File: src/rtl/blink_monitor.sv
// blink_monitor: receive-side checker for an asynchronous blink line.
// The line is synchronized, rising edges are detected, and the module measures
// the rise-to-rise period and the high time in clk cycles. Each period is
// checked against EXP_PERIOD +/- TOL. The block reports lock after LOCK_COUNT
// consecutive good periods. It flags a stuck line when no rise arrives for
// TIMEOUT cycles.
module blink_monitor #(
    parameter int unsigned CNT_W      = 28,
    parameter int unsigned EXP_PERIOD = 50_000_000,
    parameter int unsigned TOL        = 500_000,
    parameter int unsigned LOCK_COUNT = 4,
    parameter int unsigned TIMEOUT    = 100_000_000
) (
    input  logic             clk,
    input  logic             rst,
    input  logic             ledpin,
    output logic [CNT_W-1:0] period,
    output logic [CNT_W-1:0] high_time,
    output logic             period_valid,
    output logic             period_err,
    output logic             locked,
    output logic             stuck,
    output logic             stuck_level
);

    localparam int unsigned      GC_W     = $clog2(LOCK_COUNT + 1);
    localparam logic [CNT_W-1:0] CNT_MAX  = '1;
    localparam logic [CNT_W-1:0] CNT_ONE  = CNT_W'(1);
    localparam logic [CNT_W-1:0] PER_LO   = CNT_W'(EXP_PERIOD - TOL);
    localparam logic [CNT_W-1:0] PER_HI   = CNT_W'(EXP_PERIOD + TOL);
    localparam logic [CNT_W-1:0] TMO_CNT  = CNT_W'(TIMEOUT);
    localparam logic [GC_W-1:0]  GC_LOCK  = GC_W'(LOCK_COUNT);
    localparam logic [GC_W-1:0]  GC_ONE   = GC_W'(1);

    typedef enum logic [1:0] {
        IDLE,
        MEASURE,
        LOCKED,
        STUCK
    } state_t;

    // synchronizer and edge-detect stage
    logic s1_q, s1_d;
    logic s2_q, s2_d;
    logic s3_q, s3_d;

    // free-running measurement counters
    logic [CNT_W-1:0] period_cnt_q, period_cnt_d;
    logic [CNT_W-1:0] high_cnt_q,   high_cnt_d;

    // FSM state and consecutive-good counter
    state_t           state_q, state_d;
    logic [GC_W-1:0]  good_cnt_q, good_cnt_d;
    logic [GC_W-1:0]  good_inc;

    // registered results
    logic [CNT_W-1:0] period_q,       period_d;
    logic [CNT_W-1:0] high_time_q,    high_time_d;
    logic             period_valid_q, period_valid_d;
    logic             period_err_q,   period_err_d;

    logic rise;
    logic good;
    logic timeout;

    assign rise    = s2_q & ~s3_q;
    assign good    = (period_cnt_q >= PER_LO) && (period_cnt_q <= PER_HI);
    assign timeout = (period_cnt_q == TMO_CNT);
    assign good_inc = good_cnt_q + GC_ONE;

    // Register all state; asynchronous reset clears everything.
    always_ff @(posedge clk or posedge rst) begin
        if (rst) begin
            s1_q           <= 1'b0;
            s2_q           <= 1'b0;
            s3_q           <= 1'b0;
            period_cnt_q   <= '0;
            high_cnt_q     <= '0;
            state_q        <= IDLE;
            good_cnt_q     <= '0;
            period_q       <= '0;
            high_time_q    <= '0;
            period_valid_q <= 1'b0;
            period_err_q   <= 1'b0;
        end else begin
            s1_q           <= s1_d;
            s2_q           <= s2_d;
            s3_q           <= s3_d;
            period_cnt_q   <= period_cnt_d;
            high_cnt_q     <= high_cnt_d;
            state_q        <= state_d;
            good_cnt_q     <= good_cnt_d;
            period_q       <= period_d;
            high_time_q    <= high_time_d;
            period_valid_q <= period_valid_d;
            period_err_q   <= period_err_d;
        end
    end

    // Two-flop synchronizer plus one delay stage for rising-edge detection.
    always_comb begin
        s1_d = ledpin;
        s2_d = s1_q;
        s3_d = s2_q;
    end

    // Period and high-time counters restart on every rise and saturate otherwise.
    always_comb begin
        period_cnt_d = period_cnt_q;
        high_cnt_d   = high_cnt_q;
        if (rise) begin
            period_cnt_d = CNT_ONE;
            high_cnt_d   = CNT_ONE;
        end else begin
            if (period_cnt_q != CNT_MAX) begin
                period_cnt_d = period_cnt_q + CNT_ONE;
            end
            if (s2_q && (high_cnt_q != CNT_MAX)) begin
                high_cnt_d = high_cnt_q + CNT_ONE;
            end
        end
    end

    // Next-state logic: a rise always takes priority over a timeout.
    always_comb begin
        state_d    = state_q;
        good_cnt_d = good_cnt_q;
        unique case (state_q)
            IDLE: begin
                if (rise) begin
                    state_d    = MEASURE;
                    good_cnt_d = '0;
                end
            end
            MEASURE: begin
                if (rise) begin
                    if (good) begin
                        good_cnt_d = good_inc;
                        if (good_inc == GC_LOCK) begin
                            state_d = LOCKED;
                        end
                    end else begin
                        good_cnt_d = '0;
                    end
                end else if (timeout) begin
                    state_d    = STUCK;
                    good_cnt_d = '0;
                end
            end
            LOCKED: begin
                if (rise) begin
                    if (!good) begin
                        state_d    = MEASURE;
                        good_cnt_d = '0;
                    end
                end else if (timeout) begin
                    state_d    = STUCK;
                    good_cnt_d = '0;
                end
            end
            STUCK: begin
                if (rise) begin
                    state_d    = MEASURE;
                    good_cnt_d = '0;
                end
            end
            default: begin
                state_d    = IDLE;
                good_cnt_d = '0;
            end
        endcase
    end

    // Output logic: publish a measurement only when a reference edge exists.
    always_comb begin
        period_valid_d = rise && ((state_q == MEASURE) || (state_q == LOCKED));
        period_err_d   = period_valid_d && !good;
        period_d       = period_q;
        high_time_d    = high_time_q;
        if (period_valid_d) begin
            period_d    = period_cnt_q;
            high_time_d = high_cnt_q;
        end
    end

    assign period       = period_q;
    assign high_time    = high_time_q;
    assign period_valid = period_valid_q;
    assign period_err   = period_err_q;
    assign locked       = (state_q == LOCKED);
    assign stuck        = (state_q == STUCK);
    assign stuck_level  = (state_q == STUCK) & s2_q;

endmodule

File: config.mk
export PLATFORM = sky130hd
export DESIGN_NAME = blink_monitor
export DESIGN_NICKNAME = d
export VERILOG_FILES = /design/src/rtl/blink_monitor.sv
export SDC_FILE = /design/constraint.sdc
export NUM_CORES = 1
export LEC_CHECK = 0
export CORE_UTILIZATION = 40
export CTS_CLUSTER_DIAMETER = 150
export CTS_CLUSTER_SIZE = 24
export DETAILED_ROUTE_END_ITERATION = 10
export MAX_ROUTING_LAYER = met4
export SLEW_MARGIN = 10
export SYNTH_ARGS = -nofsm -noshare
export SYNTH_HDL_FRONTEND = slang
export SYNTH_SLANG_ARGS = --single-unit
File: constraint.sdc
create_clock -name clk -period 3.75 [get_ports clk]
set_clock_uncertainty 0.05 [all_clocks]
set_input_delay 0.375 -clock clk [delete_from_list [all_inputs] [get_ports clk]]
set_output_delay 0.375 -clock clk [all_outputs]
set_load 0.05 [all_outputs]
==> flow_summary.yaml <==
status:
  status: "finished, final reports clean"
synthesis:
  syn_area_sq_um: 5670
  synth_fa_ha_area_share_pct: 1.77
  synthFlopType: "dfrtp_1"
  synth_edf_count: 0
  synthCells: 528
  netlist-cell-type-count: 45
  ys_warn_count: 0
  synth-xor-area-share_pct: 6.49
  synth.net_count: 539
  synth.avg_cell_area_sq_um: 10.7
  synthArstFlopShare_pct: 100
  seq_area_frac_synth_pct: 53.9
  yosys-mux-area-fraction_pct: 11.3
  synth_top_family_by_area: "simple AND/OR/NAND/NOR gates"
  synth_seq_cells: 122
  synth_compound_area_share_pct: 5.23
  synth-simple-area-share_pct: 18.0
finish:
  stdcell_count: 780
  mostFrequentLayoutCells: "dfrtp_1 (122), clkdlybuf4s50_1 (63), nor2_1 (61), mux2_2 (56), nand2_1 (32)"
  mostFrequentLayoutCell: "dfrtp_1"
  antenna_cells: 0
  nFillCells: 1213
  final_layout_size_suffix_gt1_share_pct: 15.7
  nets: 601
  syn2layout_area_growth_pct: 25.4
critical_path:
  crit_type: "reg -> reg"
  cp-end-kind: "flip-flop"
  worstPathMaxFanout: 10
  start_kind: "flip-flop"
  required_ns: 3.98
  cp_data_arrival_time_ns: 3.08
grt:
  grt_overflow_total: 0
  antenna_found_initial: 0
  track_usage_pct: 18.5
  grt_pass1_wl_um: 20300
  grt_pass1_vias: 4060
  grt_max_degree: 65
power:
  ir_worst_vdd_mv: 0.458
  clkPwrFrac_pct: 42.7
  p_leak_uw: 0.00303
  power.internal_uw: 2820
  power_density_nw_per_um2: 551
  swShare_pct: 28.1
  switching_power_uw: 1100
  finalPower_uw: 3920
  pwr-share-seq_pct: 38.4
  pwr-share-comb_pct: 18.9
clock_network:
  cts_buffer_depth: 2
  clkLatencyLatePin_ns: 0.41
  cts_tree: "done"
  h-tree-depth: 4
  cts_setup_buffers: 0
  cts_sinks: 122
  path_clk_slew_ns: 0.05
  ctsHoldBuffers: 0
  cts_resized: 0
  cts_root_buffer: "clkbuf_16"
  cts_made_buffers: 17
drt:
  wl_per_cell_um: 15.1
  drtPass1Iterations: 5
  ant_nets: 0
  route.detailed.drc: 0
  drt_iter0_markers: 287
  viasPerCell: 5.24
  num_vias: 4087
  wirelength_um: 11800
placement:
  gp_congestion: 0.821
  place_hpwl_um: 7830
  port_buffers: 63
  dp_cells: 751
die:
  core_sq_um: 13800
  rows: 43
  fp.dieW_um: 121
  dieArea_sq_um: 14600
  io_pins: 64
  start_util_pct: 41.0
  die_h_um: 121
hold_path:
  hp-class: "reg -> reg"
timing:
  fin_crit_ns: 2.85
  setup_violations: 0
  fmax_ghz: 0.351
  finalHoldViolCount: 0
  maxSlewHeadroom_pct: 45.8
  post-route-period-util_pct: 75.9
  worst_pin_slew_ns: 0.813
  rsz0062_at_grt: "no"
  setup_tns_ns: 0
  slew_violations: 0
flow_run:
  cap_violations: 0
power by group through the flow:
stage | combinational, uW | clock [uW] | sequential, uW
2_1_floorplan | 386 | 0 | 1650
3_3_place_gp | 729 | 0 | 1520
3_5_place_dp | 741 | 0 | 1530
4_1_cts | 746 | 1710 | 1510
5_1_grt | 801 | 1770 | 1520
6_report | 741 | 1670 | 1500
final timing paths:
kind                                   from          endpoint  slack [ns]  cells past startpoint
min in group asynchronous               rst     high_time[17]        0.43                      2
max in group asynchronous               rst      high_time[6]        2.43                      3
setup / recovery           period_cnt_q[13]  period_cnt_q[25]        0.90                      7
hold / removal                         s1_q              s2_q        0.30                      0
hold reg to reg                        s1_q              s2_q        0.30                      0
setup reg to reg           period_cnt_q[13]  period_cnt_q[25]        0.90                      7
state kept, by name, indices dropped and copies added (netlist names), 2 cells and up:
signal and count:
high_cnt_q 28, high_time 28, period 28, period_cnt_q 28, good_cnt_q 3, state_q 2
routing by layer:
layer  global-route usage, %  share of wire [%]  vias to the layer above  wire [um]
li1                        -                  -                     1963          -
met1                    24.5                 48                     2008       5690
met2                    26.9                 46                       99       5420
met3                    4.79                4.2                       17        497
met4                    7.56                1.4                        0        170
met5                       -                  0                        -          0
synth_stat cells (2+ instances only):
| cell | count | share of area, % |
|---|---|---|
| a211oi_1 | 2 | 0.26 |
| a21oi_1 | 18 | 1.6 |
| a31oi_1 | 2 | 0.22 |
| and2_1 | 5 | 0.55 |
| and3_1 | 5 | 0.55 |
| and4_1 | 4 | 0.62 |
| buf_1 | 5 | 0.33 |
| buf_2 | 3 | 0.26 |
| clkbuf_1 | 17 | 1.1 |
| dfrtp_1 | 122 | 54 |
| ha_1 | 8 | 1.8 |
| inv_1 | 21 | 1.4 |
| mux2_2 | 56 | 11 |
| nand2_1 | 32 | 2.1 |
| nand3_1 | 21 | 1.9 |
| nand3b_1 | 2 | 0.26 |
| nand4_1 | 15 | 1.7 |
| nor2_1 | 63 | 4.2 |
| nor3_1 | 18 | 1.6 |
| nor4_1 | 8 | 0.88 |
| nor4b_1 | 2 | 0.31 |
| nor4bb_1 | 2 | 0.35 |
| o211ai_1 | 2 | 0.26 |
| o21ai_0 | 16 | 1.4 |
| o21ai_1 | 2 | 0.18 |
| or3_1 | 15 | 1.7 |
| or4_1 | 3 | 0.40 |
| or4b_1 | 2 | 0.35 |
| xnor2_1 | 24 | 3.7 |
| xor2_1 | 18 | 2.8 |
logic make-up after synthesis:
family,after synthesis
and+or+nand+nor,202
DFF,122
muxes,57
AOI/OAI and AO/OA,50
buffers and inverters,47
xor gates and xnor gates,42
adders and majority gates,8
worst max-delay path, stage by stage, from the launching register on:
cell and delay [ns]:
dfrtp_1 0.51, nand4_1 0.28, nor4b_1 0.57, nand4_1 0.45
nand4_1 0.48, nor4_1 0.12, xnor2_1 0.19, nor2_1 0.06
per-stage QoR:
| step | util (%) | worst slack (ns) | cell area (sq um) | hold WS [ns] |
|---|---|---|---|---|
| 2_1_floorplan | - | 0.0825 | 5670 | 0.281 |
| 3_3_place_gp | 47.0 | 1.04 | 6500 | 0.287 |
| 3_5_place_dp | 47.0 | 0.929 | 6500 | 0.291 |
| 4_1_cts | 51.4 | 0.839 | 7110 | 0.302 |
| 5_1_grt | 51.4 | 0.628 | 7110 | 0.327 |
| 6_report | 51.4 | 0.905 | 7110 | 0.301 |
final cells by class:
type / instances / area (sq um) / share of cell area [%]
clock buffer: 21 / 460 / 6.48
clock inverter: 8 / 145 / 2.04
inverter: 21 / 81.3 / 1.14
multi-input combinational: 359 / 2440 / 34.3
sequential: 122 / 3050 / 43.0
tap: 180 / 225 / 3.17
timing repair buffer: 69 / 701 / 9.86
Note: power is estimated with default switching activity, not from simulation.
